`config.mk`:
```
export PLATFORM = sky130hd
export DESIGN_NAME = modexp_sequencer
export DESIGN_NICKNAME = d
export VERILOG_FILES = /design/src/rtl/modexp_sequencer_pkg.sv /design/src/rtl/modexp_sequencer.sv
export SDC_FILE = /design/constraint.sdc
export NUM_CORES = 1
export LEC_CHECK = 0
export ABC_AREA = 1
export BUFFER_PORTS_ARGS = -buffer_cell sky130_fd_sc_hd__buf_2
export CORE_MARGIN = 4
export CORE_UTILIZATION = 56
export DETAILED_ROUTE_END_ITERATION = 16
export HOLD_SLACK_MARGIN = 0.03
export PLACE_DENSITY = 0.88
export SKIP_CTS_REPAIR_TIMING = 1
export SLEW_MARGIN = 20
export SYNTH_ARGS = -nofsm -noshare
export SYNTH_HDL_FRONTEND = slang
export SYNTH_SLANG_ARGS = --single-unit
export TNS_END_PERCENT = 1
```
`constraint.sdc`:
```
create_clock -name clk -period 5.2 [get_ports clk]
set_input_delay 0.78 -clock clk [delete_from_list [all_inputs] [get_ports clk]]
set_output_delay 0.78 -clock clk [all_outputs]
set_load 0.02 [all_outputs]
```
`src/rtl/modexp_sequencer_pkg.sv`:
```
`default_nettype none
// ============================================================================
//  Module      : modexp_sequencer_pkg
//  Description : Shared definitions for the modular-exponentiation sequencer:
//                default geometry, scratch RAM slot addresses, FSM state
//                encoding and the multiplier command field layout.
//  Revision    : 1.0 - initial release
// ============================================================================
package modexp_sequencer_pkg;

    // Default geometry of the exponentiation datapath.
    localparam int MX_N     = 32;
    localparam int MX_NLOG2 = 5;
    localparam int MX_ABITS = 8;

    // Scratch RAM slots; these must match where the serial loader writes
    // x-bar (slot 0) and m-bar (slot 2). The result is left in the m-bar slot.
    localparam int MX_XBAR_ADDR = 0;
    localparam int MX_ACC_ADDR  = 2;

    // Sequencer states, explicitly encoded in 3 bits.
    typedef enum logic [2:0] {
        ST_IDLE       = 3'd0,
        ST_SQ_ISSUE   = 3'd1,
        ST_SQ_WAIT    = 3'd2,
        ST_MUL_ISSUE  = 3'd3,
        ST_MUL_WAIT   = 3'd4,
        ST_CONV_ISSUE = 3'd5,
        ST_CONV_WAIT  = 3'd6,
        ST_FINISH     = 3'd7
    } state_t;

    // One multiplier command as seen on the mm_* bus (default geometry).
    // b_addr is meaningless when b_one is set (operand B is the constant 1).
    typedef struct packed {
        logic [MX_ABITS-1:0] a_addr;
        logic [MX_ABITS-1:0] b_addr;
        logic                b_one;
        logic [MX_ABITS-1:0] dst_addr;
        logic [MX_NLOG2-1:0] passes;
    } mm_cmd_t;

    // True for the single-cycle states that launch a multiplier command.
    function automatic logic is_issue_state(input state_t s);
        return (s == ST_SQ_ISSUE) || (s == ST_MUL_ISSUE) || (s == ST_CONV_ISSUE);
    endfunction

endpackage
`default_nettype wire

```
`src/rtl/modexp_sequencer.sv`:
```
`default_nettype none
// ============================================================================
//  Module      : modexp_sequencer
//  Description : Drives one shared Montgomery multiplier through
//                left-to-right square-and-multiply exponentiation, then a
//                final multiply-by-one to leave the Montgomery domain.
//                Operands live in scratch RAM; commands are issued by address.
//  Revision    : 1.0 - initial release
// ============================================================================
module modexp_sequencer
    import modexp_sequencer_pkg::*;
#(
    parameter int N         = MX_N,
    parameter int NLOG2     = MX_NLOG2,
    parameter int ABITS     = MX_ABITS,
    parameter int XBAR_ADDR = MX_XBAR_ADDR,
    parameter int ACC_ADDR  = MX_ACC_ADDR
) (
    input  logic             clk,
    input  logic             rst,
    input  logic             cfg_valid,
    input  logic [N-1:0]     cfg_e,
    input  logic [NLOG2-1:0] cfg_e_idx,
    input  logic [NLOG2-1:0] cfg_mp_count,
    output logic             mm_start,
    output logic [ABITS-1:0] mm_a_addr,
    output logic [ABITS-1:0] mm_b_addr,
    output logic             mm_b_one,
    output logic [ABITS-1:0] mm_dst_addr,
    output logic [NLOG2-1:0] mm_passes,
    input  logic             mm_done,
    output logic             busy,
    output logic             done,
    output logic             cfg_overrun
);

    localparam logic [ABITS-1:0] C_XBAR = ABITS'(XBAR_ADDR);
    localparam logic [ABITS-1:0] C_ACC  = ABITS'(ACC_ADDR);

    state_t             r_state;
    state_t             w_next_state;

    logic [N-1:0]       r_e;
    logic [NLOG2-1:0]   r_bit_idx;
    logic [NLOG2-1:0]   r_passes;

    logic               w_accept;
    logic               w_step_down;
    logic               w_cur_bit;
    logic               w_last_bit;
    logic [NLOG2-1:0]   w_passes_src;

    // Exponent bit under the pointer, and whether it is the final (LSB) one.
    assign w_cur_bit  = r_e[r_bit_idx];
    assign w_last_bit = (r_bit_idx == '0);

    // The first command issues in the same edge that latches the config, so
    // its pass count has to come straight from the config bus.
    assign w_passes_src = w_accept ? cfg_mp_count : r_passes;

    // State register; reset wins over everything, dropping any job in flight.
    always_ff @(posedge clk) begin
        if (!rst) begin
            r_state <= ST_IDLE;
        end else begin
            r_state <= w_next_state;
        end
    end

    // Next-state logic, job acceptance and bit-pointer stepping.
    always_comb begin
        w_next_state = r_state;
        w_accept     = 1'b0;
        w_step_down  = 1'b0;
        case (r_state)
            ST_IDLE: begin
                if (cfg_valid) begin
                    w_accept     = 1'b1;
                    w_next_state = ST_SQ_ISSUE;
                end
            end
            ST_SQ_ISSUE: begin
                w_next_state = ST_SQ_WAIT;
            end
            ST_SQ_WAIT: begin
                if (mm_done) begin
                    if (w_cur_bit) begin
                        w_next_state = ST_MUL_ISSUE;
                    end else if (w_last_bit) begin
                        w_next_state = ST_CONV_ISSUE;
                    end else begin
                        w_step_down  = 1'b1;
                        w_next_state = ST_SQ_ISSUE;
                    end
                end
            end
            ST_MUL_ISSUE: begin
                w_next_state = ST_MUL_WAIT;
            end
            ST_MUL_WAIT: begin
                if (mm_done) begin
                    if (w_last_bit) begin
                        w_next_state = ST_CONV_ISSUE;
                    end else begin
                        w_step_down  = 1'b1;
                        w_next_state = ST_SQ_ISSUE;
                    end
                end
            end
            ST_CONV_ISSUE: begin
                w_next_state = ST_CONV_WAIT;
            end
            ST_CONV_WAIT: begin
                if (mm_done) begin
                    w_next_state = ST_FINISH;
                end
            end
            ST_FINISH: begin
                w_next_state = ST_IDLE;
            end
            default: begin
                w_next_state = ST_IDLE;
            end
        endcase
    end

    // Job context: exponent, bit pointer and pass count, latched on accept.
    // The pointer only steps down while above zero, so it never wraps.
    always_ff @(posedge clk) begin
        if (!rst) begin
            r_e       <= '0;
            r_bit_idx <= '0;
            r_passes  <= '0;
        end else if (w_accept) begin
            r_e       <= cfg_e;
            r_bit_idx <= cfg_e_idx;
            r_passes  <= cfg_mp_count;
        end else if (w_step_down) begin
            r_bit_idx <= r_bit_idx - 1'b1;
        end
    end

    // Command bus: loaded on entry to an issue state and held until the next
    // one, so the multiplier sees stable fields for the whole operation.
    always_ff @(posedge clk) begin
        if (!rst) begin
            mm_start    <= 1'b0;
            mm_a_addr   <= '0;
            mm_b_addr   <= '0;
            mm_b_one    <= 1'b0;
            mm_dst_addr <= '0;
            mm_passes   <= '0;
        end else begin
            mm_start <= is_issue_state(w_next_state);
            case (w_next_state)
                ST_SQ_ISSUE: begin
                    mm_a_addr   <= C_ACC;
                    mm_b_addr   <= C_ACC;
                    mm_b_one    <= 1'b0;
                    mm_dst_addr <= C_ACC;
                    mm_passes   <= w_passes_src;
                end
                ST_MUL_ISSUE: begin
                    mm_a_addr   <= C_ACC;
                    mm_b_addr   <= C_XBAR;
                    mm_b_one    <= 1'b0;
                    mm_dst_addr <= C_ACC;
                    mm_passes   <= w_passes_src;
                end
                ST_CONV_ISSUE: begin
                    mm_a_addr   <= C_ACC;
                    mm_b_addr   <= C_ACC;
                    mm_b_one    <= 1'b1;
                    mm_dst_addr <= C_ACC;
                    mm_passes   <= w_passes_src;
                end
                default: begin
                end
            endcase
        end
    end

    // Status flags. busy drops in the same cycle done pulses; a config
    // strobe seen outside IDLE (FINISH included) is dropped and flagged.
    always_ff @(posedge clk) begin
        if (!rst) begin
            busy        <= 1'b0;
            done        <= 1'b0;
            cfg_overrun <= 1'b0;
        end else begin
            busy <= (w_next_state != ST_IDLE) && (w_next_state != ST_FINISH);
            done <= (w_next_state == ST_FINISH);
            if (cfg_valid && (r_state != ST_IDLE)) begin
                cfg_overrun <= 1'b1;
            end
        end
    end

endmodule
`default_nettype wire

```
==> run_results.csv, run 1 <==
group,metric,value,unit
status,outcome,"finished, final reports clean",
logic_synthesis,yosysUniqueCellTypes,32,
logic_synthesis,synth_area_leaders,"dfxtp_1 39%, inv_1 7.9%, nand2_1 7.8%, o21ai_0 7.6%, a21oi_1 6.1%",
logic_synthesis,synth_fa_ha_area_share,0.850,%
logic_synthesis,synth_top_area_share,38.7,%
sta,worst_pin_slew,712,ps
clock_network,clkSinkCount,57,
sta,hold_violations,0,
grt,grt_start_max_net_pins,82,
layout,fill_cells,471,
logic_synthesis,synth.avg_cell_area,7.17,µm²
power_and_ir_drop,p_total,1.19,mW
logic_synthesis,synth_flop_cell,"dfxtp_1",
setup_path,crit_required,5470,ps
sta,setup_violations,0,
layout,multi_input_comb_area,0.00133,mm²
logic_synthesis,ys_seq_area_share,38.7,%
grt,grt-ovfl-total,0,
grt,grt_pass1_wl,9890,µm
logic_synthesis,synth_xor_area_share,0,%
logic_synthesis,synth_common_cells,"62 x inv_1, 61 x nand2_1, 57 x dfxtp_1",
min_path,hold_path_class,"reg -> reg",
floorplanning,die_area,0.00648,mm²
logic_synthesis,synth_mux_area_share,0,%
logic_synthesis,yosys.area_share.simple,23.7,%
floorplanning,die_h,80.5,µm
logic_synthesis,synth_most_common_cell,"inv_1",
clock_network,h-tree-depth,3,
power_and_ir_drop,peakVddDrop,0.230,mV
floorplanning,ios,80,
logic_synthesis,ys_warn_count,0,
layout,fin_nets,507,
floorplanning,fp.dieW,80.5,µm
place,hpwl,4250,µm
sta,final.setup.tns,0,ps
grt,antenna_found_initial,0,
place,numPortBuffers,58,
logic_synthesis,synth-compound-area-share,17.7,%
logic_synthesis,synth_edf_count,0,
setup_path,critPathMaxFanout,20,
sta,maxSlewViolCount,0,
clock_network,cts-buffers-inserted,9,
layout,drive_gt1_share,23.5,%
drt,drt_pass1_iterations,4,
flow_run,cap_violations,0,
logic_synthesis,ys_ff_latch,57,
sta,rsz0062_at_grt,"no",
logic_synthesis,syn_inst,411,
setup_path,critical_path_arrival,2850,ps
setup_path,worstSetupPathType,"reg -> reg",
layout,seq_area,0.00114,mm²
clock_network,tritoncts,"yes",
sta,timing.slew.headroom,52.5,%
logic_synthesis,yosys.area.top_type,"dfxtp_1",
drt,routed_via_density,4.83,
logic_synthesis,synth_area,0.00295,mm²
clock_network,ctsRootBufferMaster,"clkbuf_8",
floorplanning,fp.coreArea,0.00511,mm²
layout,area_growth_syn_to_layout,11.6,%
place,globalplace.congestion,0.836,
logic_synthesis,synth_async_sr_flop_share,0,%
clock_network,clockBufferDepth,2,
power_and_ir_drop,cellLeakagePower,1.61,nW
drt,wl_per_cell,11.4,µm
grt,grt_usage,19.5,%
drt,ant_nets,0,
setup_path,end_kind,"register",
setup_path,worstSetupStartpointType,"register",
grt,grt_pass1_vias,2339,
logic_synthesis,synth_top_family_by_area,"simple AND/OR/NAND/NOR gates",
clock_network,clk_latency,330,ps
drt,drc_errors,0,
drt,vias,2573,
drt,drt_iter0_markers,161,
sta,fin_crit_sh,49.6,%
drt,totalWireLength,6070,µm
layout,n_antenna_cell,0,
power_and_ir_drop,power_density,362,mW/mm²
sta,fin_skew,5.71,ps
sta,maxClockFrequency,388,MHz
clock_network,path_clk_slew,60,ps
floorplanning,initial_core_util,57.7,%
floorplanning,rows,26,
sta,min_period,2580,ps
[sequential cells by signal (all words and copies together), names as in the netlist]
signal,count
mm_b_one,1
cfg_overrun,1
mm_start,1
mm_passes,5
r_passes,5
mm_dst_addr,1
r_e,32
r_state,3
busy,1
done,1
mm_b_addr,1
r_bit_idx,5
[power breakdown]
group          internal [mW]  switching [mW]  total, mW
logic                  0.102           0.194      0.296
registers              0.487          0.0304      0.517
clock network          0.216           0.162      0.378
[logic make-up (layout without fill, tap and decap cells)]
| kind of cell | after synthesis | count (layout) |
|---|---|---|
| AO/OA/AOI/OAI | 95 | 95 |
| other | 1 | 21 |
| buffers and inverters | 110 | 142 |
| AND/OR/NAND/NOR | 146 | 146 |
| flip-flops | 57 | 57 |
| adder cells (fa/ha/maj) | 2 | 2 |
[worst paths after layout]
| path | to | startpoint | slack (ps) | cells after the start |
|---|---|---|---|---|
| max reg2reg | mm_passes[2] | r_bit_idx[0] | 2620 | 13 |
| max | mm_passes[2] | r_bit_idx[0] | 2620 | 13 |
| min | r_e[7] | r_e[7] | 450 | 2 |
| min reg2reg | r_e[7] | r_e[7] | 450 | 2 |
[stage by stage]
stage | util (%) | setup WS, ps | instance area (µm²) | instances | hold WS [ps]
after floorplan | - | 3400 | 3020 | 431 | 424
after global placement | 60.9 | 2810 | 3110 | 518 | 438
after global routing | 64.4 | 2380 | 3290 | 533 | 466
after detailed placement | 60.9 | 2680 | 3110 | 518 | 442
after CTS | 64.4 | 2650 | 3290 | 533 | 451
final | 64.4 | 2620 | 3290 | 533 | 447
[area by class of cell]
cell class                      instances  share of cell area, %
Tap cell                               70                   2.66
Timing Repair Buffer                   59                   9.06
Inverter                               68                   7.77
Clock inverter                          4                   1.37
Sequential cell                        57                   34.7
Multi-Input combinational cell        264                   40.4
Clock buffer                           11                   4.00
[routing by layer]
| metal | up-vias | routed length (µm) | GRT usage (%) |
|---|---|---|---|
| li1 | 1352 | - | - |
| met1 | 1136 | 2650 | 23.0 |
| met2 | 79 | 3010 | 33.3 |
| met3 | 6 | 349 | 5.61 |
| met4 | 0 | 63 | 7.60 |
| met5 | - | 0 | 0 |
[worst max-delay path, stage by stage, from the launching register on]
cell and delay [ps]:
dfxtp_1 780, inv_2 310, ha_1 280, nand2_1 80, nor2_1 60, nor2_2 140, nand2_1 70, nand3_1 60
o21ai_0 100, inv_2 100, nand3_4 200, nand3_1 160, nand2_1 70, nor2_1 110
[cell usage in the layout (no fill, tap or decap)]
cell type  count
nand3_1       35
clkinv_2       3
nand2_4        1
a21oi_1       36
a31oi_1        1
and2_1         3
dfxtp_1       57
nor2_1        21
buf_2         58
nand2_1       61
o211ai_1       1
clkinv_1       1
a31oi_2        1
bufinv_16      1
nand2_2       10
clkbuf_1       2
inv_1         62
buf_4          1
clkbuf_8       9
conb_1        21
inv_2          5
ha_1           2
nor2_2         3
nor3_1         2
or2_2          1
nand4_1        1
o21ai_1        3
nand3_2        7
o211ai_2       1
o21ai_0       45
nand3_4        1
a21oi_2        7
(Power assumes the default switching activity.)
==> run 2, diff against run 1 <==
- ABC_AREA: 1 -> 0
- CORE_UTILIZATION: 56 -> 51
- PLACE_DENSITY: 0.88 -> 0.83
- clock period: 5.2 -> 2.42 ns (I/O delays scaled with it)
==> run 2 against run 1 <==
  * Synthesized area down 7.6%
  * Final area down 2.1%
  * Highest routed layer unchanged
  * Synthesized cell count down 18%
  * Utilization down 1.7 points
  * Power up 140%
  * Count of clock-buffer cells in the layout up 4
  * Combinational power rose to 2.8 times the previous value
  * First-iteration DRC count up 20%
  * Critical path type unchanged
==> run_results.csv, run 2 <==
group,metric,value,unit
logic_synthesis,synth_top_area_share,41.9,%
layout,area_growth_syn_to_layout,18.3,%
grt,grt_usage,20.1,%
place,globalplace.congestion,0.923,
layout,drive_gt1_share,25.6,%
sta,setup_violations,0,
grt,grt_pass1_wl,10100,µm
sta,final.setup.tns,0,ps
logic_synthesis,synth.avg_cell_area,8.12,µm²
clock_network,cts-buffers-inserted,9,
logic_synthesis,synth_xor_area_share,0.644,%
setup_path,critPathMaxFanout,7,
power_and_ir_drop,p_total,2.88,mW
setup_path,crit_required,2700,ps
setup_path,cpPeakStageDelay,520,ps
layout,fin_nets,442,
grt,grt-ovfl-total,0,
logic_synthesis,synth_mux_area_share,8.00,%
logic_synthesis,yosys.area_share.simple,20.5,%
logic_synthesis,synth_common_cells,"89 x nand2_1, 57 x dfxtp_1, 43 x a21oi_1",
place,detailedPlace.worstSlack,68.3,ps
layout,n_antenna_cell,0,
logic_synthesis,ys_seq_area_share,41.9,%
clock_network,clkSinkCount,57,
sta,worst_pin_slew,773,ps
place,numPortBuffers,58,
logic_synthesis,synth_fa_ha_area_share,0.920,%
logic_synthesis,synth_area_leaders,"dfxtp_1 42%, nand2_1 12%, a21oi_1 7.9%, buf_4 6.3%, mux2i_1 4.4%",
sta,rsz0062_at_grt,"no",
logic_synthesis,yosysUniqueCellTypes,44,
sta,fin_crit_sh,94.9,%
sta,maxSlewViolCount,0,
setup_path,worstSetupPathType,"reg -> reg",
floorplanning,initial_core_util,52.9,%
sta,min_period,2300,ps
grt,grt_start_max_net_pins,47,
setup_path,slowest_stage,"or4_1",
layout,regMostFlops,"r_e",
drt,drt_iter0_markers,194,
drt,totalWireLength,6190,µm
logic_synthesis,synth_flop_cell,"dfxtp_1",
power_and_ir_drop,power_density,893,mW/mm²
setup_path,worst-path-buf-inv,0,
setup_path,crit_family,"simple AND/OR/NAND/NOR gates",
floorplanning,rows,26,
logic_synthesis,synth_edf_count,0,
layout,largest_register_ffs,32,
setup_path,cp_cell_sequence,"mux4_2, nand2b_4, a41oi_2, nand4_2, a2bb2oi_2, or4_1, nand3_1",
clock_network,clk_latency,340,ps
sta,finalWorstSetupSlack,123,ps
floorplanning,fp.dieW,81.0,µm
logic_synthesis,synth_async_sr_flop_share,0,%
floorplanning,fp.coreArea,0.00514,mm²
sta,hold_violations,0,
drt,drt_pass1_iterations,5,
setup_path,critical_path_arrival,2580,ps
floorplanning,die_area,0.00657,mm²
clock_network,path_clk_slew,60,ps
setup_path,worstSetupStartpointType,"register",
clock_network,clockBufferDepth,2,
layout,multi_input_comb_area,0.00134,mm²
logic_synthesis,ys_warn_count,0,
sta,maxClockFrequency,435,MHz
setup_path,end_kind,"register",
logic_synthesis,synth_most_common_cell,"nand2_1",
floorplanning,ios,80,
sta,fin_skew,7.43,ps
logic_synthesis,yosys.area.top_type,"dfxtp_1",
setup_path,cp.depth,7,
drt,ant_nets,0,
clock_network,tritoncts,"yes",
drt,routed_via_density,5.10,
clock_network,ctsRootBufferMaster,"clkbuf_8",
setup_path,r2r_cells,7,
logic_synthesis,synth-compound-area-share,16.2,%
floorplanning,die_h,81.0,µm
place,hpwl,4420,µm
logic_synthesis,syn_inst,335,
layout,final_cell_mix,"89 x nand2_1, 58 x buf_2, 56 x dfxtp_1",
layout,layout_commonest_cell,"nand2_1",
clock_network,h-tree-depth,3,
logic_synthesis,ys_ff_latch,57,
logic_synthesis,synth_top_family_by_area,"simple AND/OR/NAND/NOR gates",
logic_synthesis,synth_area,0.00272,mm²
min_path,hold_depth,3,
layout,seq_area,0.00114,mm²
grt,antenna_found_initial,0,
power_and_ir_drop,peakVddDrop,0.438,mV
layout,fill_cells,466,
power_and_ir_drop,cellLeakagePower,1.44,nW
grt,grt_pass1_vias,2242,
drt,vias,2393,
min_path,hold_path_class,"in -> reg",
drt,drc_errors,0,
flow_run,cap_violations,0,
drt,wl_per_cell,13.2,µm
sta,timing.slew.headroom,48.4,%
status,outcome,"finished, final reports clean",
-- run 2: worst paths after layout --
path           startpoint      endpoint  slack, ps
max          r_bit_idx[1]  r_bit_idx[4]        120
max reg2reg  r_bit_idx[1]  r_bit_idx[4]        120
min             cfg_e[10]       r_e[10]        260
min reg2reg      mm_b_one      mm_b_one        440
-- run 2: layout make-up --
| cell class | count | share of cell area, % |
|---|---|---|
| multi-input combinational | 241 | 41.5 |
| inverter | 14 | 1.63 |
| tap | 70 | 2.72 |
| timing repair buffer | 71 | 12.0 |
| sequential | 57 | 35.5 |
| clock buffer | 15 | 6.41 |
| clock inverter | 1 | 0.155 |
-- run 2: logic make-up after synthesis --
kind of cell	Yosys count
compound gates	71
xor+xnor	2
fa+ha+maj	2
buf+inv	57
flops	57
mux	17
other cells	1
simple gates	128
-- run 2: report_power, final --
part           switching (mW)  total [mW]  leakage (nW)  internal [mW]
Sequential             0.0968        1.14         0.469           1.05
Combinational           0.479       0.834         0.856          0.356
Clock                   0.361       0.899         0.112          0.538
-- run 2: per-stage QoR --
step	hold slack, ps	cells	utilization (%)	cell area, µm²
after floorplan	432	355	-	2800
after global placement	434	453	58.5	3010
after detailed placement	430	453	58.5	3010
after CTS	245	469	62.6	3220
after global routing	249	469	62.6	3220
final	260	469	62.6	3220
-- run 2: metal layers --
layer | track usage, % | share of wire (%)
met1 | 25.1 | 45
met2 | 32.3 | 46
met3 | 5.43 | 6.8
met4 | 9.46 | 2.7
met5 | 0 | 0
-- run 2: worst reg2reg max path, cell delays in order (launching register included) --
cell	delay (ps)
dfxtp_2	410
mux4_2	510
nand2b_4	150
a41oi_2	180
nand4_2	200
a2bb2oi_2	180
or4_1	520
nand3_1	90
==> run 3, diff against run 2 <==
- PLACE_DENSITY: 0.83 -> 0.79
==> run 3 against run 2 <==
  * Routed wire length down 1.5%
  * Critical path type unchanged
  * Clock skew down 2.5 ps
  * Fmax down 0.13%
==> run_results.csv, run 3 (synthesized netlist as in run 2, its figures left out) <==
group,metric,value,unit
status,outcome,"finished, final reports clean",
grt,antenna_found_initial,0,
sta,min_period,2300,ps
layout,regMostFlops,"r_e",
place,dpl_cell_area,0.00298,mm²
drt,drc_errors,0,
setup_path,cpPeakStageDelay,520,ps
place,numPortBuffers,58,
power_and_ir_drop,cellLeakagePower,1.40,nW
layout,layout_commonest_cell,"nand2_1",
drt,ant_nets,0,
clock_network,tritoncts,"yes",
clock_network,path_clk_slew,60,ps
layout,final_cell_area,0.00316,mm²
drt,drt_pass1_iterations,4,
grt,grt_usage,19.5,%
layout,fin_cells,466,
clock_network,h-tree-depth,3,
layout,final_util,61.5,%
clock_network,clockBufferDepth,2,
setup_path,critical_path_arrival,2570,ps
sta,worst_pin_slew,750,ps
setup_path,worstSetupStartpointType,"register",
sta,hold_violations,0,
sta,maxSlewViolCount,0,
min_path,hold_path_class,"in -> reg",
grt,grt_pass1_vias,2208,
setup_path,worstSetupPathType,"reg -> reg",
clock_network,clk_latency,330,ps
power_and_ir_drop,power_density,862,mW/mm²
layout,drive_gt1_share,24.5,%
grt,grt-ovfl-total,0,
sta,timing.slew.headroom,50.0,%
floorplanning,rows,26,
drt,routed_via_density,5.10,
setup_path,crit_required,2690,ps
clock_network,cts-buffers-inserted,9,
flow_run,cap_violations,0,
power_and_ir_drop,peakVddDrop,0.361,mV
sta,fin_crit_sh,95.0,%
layout,final_cell_mix,"89 x nand2_1, 58 x buf_2, 56 x dfxtp_1",
drt,totalWireLength,6100,µm
floorplanning,ios,80,
sta,fin_skew,4.90,ps
layout,area_growth_syn_to_layout,16.1,%
setup_path,cp_cell_sequence,"mux4_2, nand2b_4, a41oi_2, nand4_2, a2bb2oi_2, or4_1, nand3_1",
setup_path,slowest_stage,"mux4_2",
floorplanning,die_h,81.0,µm
floorplanning,initial_core_util,52.9,%
grt,grt_pass1_wl,9860,µm
setup_path,critPathMaxFanout,6,
layout,fin_nets,439,
place,hpwl,4410,µm
grt,grt_start_max_net_pins,47,
clock_network,clkSinkCount,57,
drt,wl_per_cell,13.1,µm
sta,setup_violations,0,
sta,maxClockFrequency,435,MHz
floorplanning,fp.coreArea,0.00514,mm²
place,dp.cells,450,
floorplanning,die_area,0.00657,mm²
layout,largest_register_ffs,32,
setup_path,end_kind,"register",
layout,n_antenna_cell,0,
sta,final.setup.tns,0,ps
place,globalplace.congestion,0.827,
sta,fin_hold_ws,264,ps
drt,vias,2376,
clock_network,ctsRootBufferMaster,"clkbuf_8",
sta,rsz0062_at_grt,"no",
floorplanning,fp.dieW,81.0,µm
drt,drt_iter0_markers,127,
==> run 3: cell types whose count changed in the layout (fill, tap and decap cells not counted), sizes merged <==
cell    delta
buf        -3
clkinv     +2
clkbuf     -2
==> run 3: cell type report <==
| cell class | count | area [µm²] |
|---|---|---|
| clock inverters | 3 | 15.0 |
| flip-flops and latches | 57 | 1140 |
| multi-input cells | 241 | 1340 |
| inverters | 14 | 52.6 |
| repair buffers | 68 | 365 |
| well taps | 70 | 87.6 |
| clock buffers | 13 | 159 |
| fillers | 491 | 1980 |
==> run 3: path summary, 6_finish.rpt <==
| path | start | endpoint | slack, ps | cells after the start |
|---|---|---|---|---|
| max reg2reg | r_bit_idx[1] | r_bit_idx[4] | 120 | 7 |
| max | r_bit_idx[1] | r_bit_idx[4] | 120 | 7 |
| min | cfg_e[28] | r_e[28] | 260 | 3 |
| min reg2reg | mm_b_one | mm_b_one | 440 | 2 |
==> run 3: routing by layer <==
metal | share of wire (%) | vias to the layer above | global-route usage [%]
met5 | 0 | - | 0
met2 | 47 | 99 | 31.3
met4 | 1.4 | 0 | 8.11
met3 | 8.2 | 9 | 5.88
met1 | 44 | 1065 | 24.2
li1 | - | 1203 | -
==> run 3: through the flow <==
stage	worst slack (ps)	power, mW
after global routing	4.47	2.88
after global placement	80.9	1.93
final	120	2.72
after detailed placement	35.3	1.95
after CTS	13.6	2.74
after floorplan	223	1.78
==> run 3: critical path, delay by kind of cell, from the launching register on <==
family	cells	cell delay [ps]
AOI/OAI and AO/OA	2	360
DFF	1	420
muxes	1	520
and+or+nand+nor	4	940
==> run 3: report_power, final <==
group          switching, mW  total [mW]  internal, mW
combinational          0.460       0.798         0.338
clock                  0.357       0.780         0.422
sequential             0.101        1.15          1.05
total                  0.919        2.72          1.81
